$ cat config.mk
export PLATFORM = sky130hd
export DESIGN_NAME = serial_adder_ctrl
export DESIGN_NICKNAME = d
export VERILOG_FILES = /design/src/rtl/serial_adder_pkg.sv /design/src/rtl/serial_fa_cell.sv /design/src/rtl/serial_adder_ctrl.sv
export SDC_FILE = /design/constraint.sdc
export NUM_CORES = 1
export LEC_CHECK = 0
export CAP_MARGIN = 20
export CORE_MARGIN = 2
export CORE_UTILIZATION = 56
export DETAILED_ROUTE_END_ITERATION = 8
export DONT_BUFFER_PORTS = 1
export HOLD_SLACK_MARGIN = 0.06
export PLACE_DENSITY = 0.77
export SETUP_SLACK_MARGIN = 0.05
export SLEW_MARGIN = 20
export SYNTH_ARGS = -nofsm -noshare
export SYNTH_HDL_FRONTEND = slang
export SYNTH_SLANG_ARGS = --single-unit
$ cat constraint.sdc
create_clock -name clk -period 2.23 [get_ports clk]
set_clock_uncertainty 0.15 [all_clocks]
set_input_delay 0.223 -clock clk [delete_from_list [all_inputs] [get_ports clk]]
set_output_delay 0.223 -clock clk [all_outputs]
set_load 0.005 [all_outputs]
$ cat src/rtl/serial_adder_pkg.sv
// Shared types and constants for the bit-serial adder controller.
package serial_adder_pkg;

  typedef enum logic [1:0] {IDLE, RUN, FINISH} sa_state_e;

  localparam int SA_DEFAULT_WIDTH = 8;

  // Bit-count register width; a 1-bit adder still needs a 1-bit counter.
  function automatic int sa_cnt_width(input int width);
    return (width > 1) ? $clog2(width) : 1;
  endfunction

endpackage

$ cat src/rtl/serial_fa_cell.sv
// Combinational 1-bit full adder cell driven by the serial adder controller.
module serial_fa_cell (
  input  logic cin,
  input  logic a,
  input  logic b,
  output logic cout,
  output logic sum
);

  assign sum  = a ^ b ^ cin;
  assign cout = (a & b) | (cin & (a ^ b));

endmodule

$ cat src/rtl/serial_adder_ctrl.sv
// Bit-serial WIDTH-bit adder controller: feeds one full-adder cell LSB-first.
// Optional signed-overflow output enabled by defining SERIAL_ADD_OVF_EN.
module serial_adder_ctrl
  import serial_adder_pkg::*;
#(
  parameter int WIDTH = SA_DEFAULT_WIDTH
) (
  input  logic             clk,
  input  logic             rst,
  input  logic             start,
  input  logic [WIDTH-1:0] a,
  input  logic [WIDTH-1:0] b,
  input  logic             cin,
  output logic             busy,
  output logic             done,
  output logic [WIDTH-1:0] sum,
  output logic             cout
`ifdef SERIAL_ADD_OVF_EN
  ,
  output logic             ovf
`endif
);

  localparam int CW = sa_cnt_width(WIDTH);
  localparam logic [CW-1:0] CNT_LAST = CW'(WIDTH - 1);

  sa_state_e state, state_next;

  logic [WIDTH-1:0] a_sh, b_sh, sum_sh, sum_shifted;
  logic [CW-1:0]    cnt;
  logic             carry;
  logic             cell_sum, cell_cout;
  logic             load, last;

  serial_fa_cell u_cell (
    .cin  (carry),
    .a    (a_sh[0]),
    .b    (b_sh[0]),
    .cout (cell_cout),
    .sum  (cell_sum)
  );

  // NOTE: every signal assigned in this block gets a default first, so no
  // path through the case leaves it unassigned and no latch is inferred.
  always_comb begin
    sum_shifted            = sum_sh >> 1;
    sum_shifted[WIDTH-1]   = cell_sum;
    state_next             = state;
    load                   = 1'b0;
    last                   = 1'b0;
    busy                   = 1'b0;
    done                   = 1'b0;
    case (state)
      IDLE: begin
        if (start) begin
          state_next = RUN;
          load       = 1'b1;
        end
      end
      RUN: begin
        busy = 1'b1;
        if (cnt == CNT_LAST) begin
          last       = 1'b1;
          state_next = FINISH;
        end
      end
      FINISH: begin
        done = 1'b1;
        if (start) begin
          state_next = RUN;
          load       = 1'b1;
        end else begin
          state_next = IDLE;
        end
      end
      default: state_next = IDLE;
    endcase
  end

  // NOTE: all state updates here are non-blocking so every flop samples the
  // pre-edge values (e.g. the carry into the MSB used for overflow below).
  always_ff @(posedge clk) begin
    if (rst) begin
      state  <= IDLE;
      a_sh   <= '0;
      b_sh   <= '0;
      sum_sh <= '0;
      carry  <= 1'b0;
      cnt    <= '0;
      sum    <= '0;
      cout   <= 1'b0;
`ifdef SERIAL_ADD_OVF_EN
      ovf    <= 1'b0;
`endif
    end else begin
      state <= state_next;
      if (load) begin
        a_sh  <= a;
        b_sh  <= b;
        carry <= cin;
        cnt   <= '0;
      end else if (state == RUN) begin
        carry  <= cell_cout;
        sum_sh <= sum_shifted;
        a_sh   <= a_sh >> 1;
        b_sh   <= b_sh >> 1;
        cnt    <= cnt + CW'(1);
        // Result registers only move on the final bit, never showing partials.
        if (last) begin
          sum  <= sum_shifted;
          cout <= cell_cout;
`ifdef SERIAL_ADD_OVF_EN
          ovf  <= carry ^ cell_cout;
`endif
        end
      end
    end
  end

endmodule

==> results.md <==
* Clk sinks at 38
* Inserted Clock Buffers at 5
* Largest net degree at the start of global routing at 39
* Max clock buf depth at 2
* Most common cell after layout, fill and taps aside: nand2_1
* Dpl hpwl at 1880 µm
* Tmin final at 1.85 ns
* Hold Path Origin: start
* Vias in the first global route at 1,203
* Crit. End Element: output pin
* Post-synth EDFFs at 0
* Vias per cell at 5.82
* Most frequent cells in the layout: 40 x nand2_1, 38 x dfxtp_1, 19 x a21oi_1, 18 x dlygate4sd3_1, 14 x nor3_1
* FF-to-FF path depth at 5
* DP Cell Count at 195
* Tcrit/Tclk final at 82.8%
* Num ports at 31
* CTS tree: done
* Maximum VDD drop at 0.544 mV
* Chip Width at 56.2 µm
* Hold-fix buffers at CTS at 19
* Cells after Synth at 177
* Leak at 0.628 nW
* Core region area at 0.00252 mm²
* Synth warn at 0
* Share of cells above drive strength 1 at 7.29%
* Setup TNS at 0 ns
* Cell Count, Final, Fillers Out at 222
* Synth area leader: dfxtp_1
* Clk root buf: clkbuf_4
* WS Path Type: flop to output pin
* Max Clock Freq at 542 MHz
* Row cnt at 18
* RePlAce Congestion at 0.742
* Synthesized area per cell at 8.61 µm²
* Share of the synthesized area in the top cell type at 49.9%
* FF-to-FF Start: cnt[0]
* Max Cap Violations at 0
* Inserted Diodes at 0
* Slew Viols, Final at 0
* Routed wire length at 3150 µm
* Critical Path RT at 1.86 ns
* Total grt overflow at 0
* Worst setup SP type: flop
* Post-CTS setup buffers at 0
* FFs w/ async S/R, synth at 0%
* FF+latch count, synth at 38
* Final Hold Fails at 0
* Worst-Margin Slew at 0.506 ns
* DRT iter0 DRCs at 49
* Layout Nets at 214
* Die height at 56.2 µm
* Clk slew on worst S/H paths at 0.12 ns
* Synthesized cell area at 0.00152 mm²
* Data arrival, critical path at 1.47 ns
* H-tree levels at 2
* Cell Pwr Density at 720 mW/mm²
* Tightest Hold Check Type: input pin to flop
* Filler cells at 216
* # setup viols final at 0
* Seq/Total Area, Yosys at 49.9%
* Worst Hold End: cnt[1]
* Rel. slew slack at 66.3%
* Crit-path max FO at 34
* Post_cts resized at 0
* I/O Buffers at 0
* GRT Resource Usage Total at 21.7%
* Reg2reg setup slack at 0.40 ns
* Residual DRC at 0
* Via count at 1,291
* Top cells by area, synth: dfxtp_1 50%, nand2_1 9.9%, a21oi_1 6.2%, nor3_1 4.6%, nand3_1 3.9%
* RSZ-0062 raised after global routing: no
* Status: finished clean
* Initial antenna violation count at 0
* Area grow syn2layout at 15.2%
* Mapped Nets at 200
* First-pass GRT wire length at 5330 µm
* Hold depth at 3
* Die ar. at 0.00315 mm²
* Initial Utilization at 60.4%
* Pre-antenna DRT Iters at 5
* R2R Path End: sum[3]
* Post-synth top flop: dfxtp_1
* Clock latency on the worst-skew pair at 0.35 ns
* Antenna-violating nets left at 0
* Per-cell routed wire length at 14.2 µm
* Yosys cell types at 23
[synthesized netlist by cell type (2+ instances only)]
cell type / n
nor2b_1: 2
clkbuf_1: 5
dfxtp_1: 38
nor2_1: 10
nand2_1: 40
a21oi_1: 19
buf_2: 5
o22ai_1: 5
buf_6: 2
nor3_1: 14
nand3_1: 12
ha_1: 2
a311oi_2: 2
a311oi_1: 6
buf_4: 3
a22oi_1: 2
nand2b_1: 2
mux2i_1: 3
[metal layers]
| layer | track usage [%] | vias up | part of all wire, % |
|---|---|---|---|
| met4 | 8.16 | 0 | 1.6 |
| met2 | 35.1 | 37 | 48 |
| li1 | - | 643 | - |
| met3 | 6.05 | 7 | 6.8 |
| met1 | 27.3 | 604 | 44 |
| met5 | 0 | - | 0 |
[sequential cells by signal, indices dropped and copies added, names as in the netlist]
name / flops
cout: 1
sum: 8
cnt: 3
a_sh: 8
b_sh: 8
sum_sh: 7
state: 2
carry: 1
[per-stage QoR]
| step | power, mW | setup slack (ns) | hold slack, ns | area (µm²) | util [%] |
|---|---|---|---|---|---|
| 6_report | 1.26 | 0.384 | 0.142 | 1760 | 69.6 |
| 5_1_grt | 1.31 | 0.204 | 0.176 | 1760 | 69.6 |
| 4_1_cts | 1.27 | 0.386 | 0.127 | 1760 | 69.6 |
| 3_5_place_dp | 0.863 | 0.397 | 0.146 | 1500 | 59.3 |
| 2_1_floorplan | 0.859 | 0.885 | 0.209 | 1520 | - |
| 3_3_place_gp | 0.857 | 0.455 | 0.144 | 1500 | 59.3 |
[critical path, cell delays in order (launching register included)]
cell	delay, ns
dfxtp_1	0.36
nand2b_1	0.43
clkinv_4	0.33
[how the worst max path moves through the flow]
stage	slack [ns]	end	startpoint	depth (start not counted)
floorplan	0.88	state[0]	cnt[0]	5
global placement	0.45	sum[5]	cnt[0]	5
detailed placement	0.40	sum[3]	cnt[0]	5
CTS	0.39	busy	state[1]	2
global route	0.20	sum[5]	cnt[0]	5
finish	0.38	busy	state[1]	2
[kinds of logic (layout without fill, tap and decap cells)]
kind of cell | count (synthesis) | count (layout) | synth area share, %
AO/OA/AOI/OAI | 35 | 35 | 15.2
XOR/XNOR | 1 | 1 | 0.575
adder cells (fa/ha/maj) | 3 | 3 | 2.96
buffers and inverters | 16 | 31 | 6.40
flip-flops | 38 | 38 | 49.9
multiplexers | 3 | 3 | 1.97
AND/OR/NAND/NOR | 81 | 81 | 23.0
[cell type report]
class / count / area, µm² / share of cell area (%)
flip-flops and latches: 38 / 761 / 43.3
multi-input cells: 123 / 666 / 37.9
repair buffers: 22 / 223 / 12.7
clock buffers: 7 / 55.1 / 3.14
well taps: 30 / 37.5 / 2.14
inverters: 1 / 8.76 / 0.499
clock inverters: 1 / 5.00 / 0.285
[report_power, final]
part	internal, mW	switching, mW
clock	0.153	0.221
combinational	0.0703	0.0881
sequential	0.711	0.0194
total	0.934	0.329
Note: power is estimated with default switching activity, not from simulation.
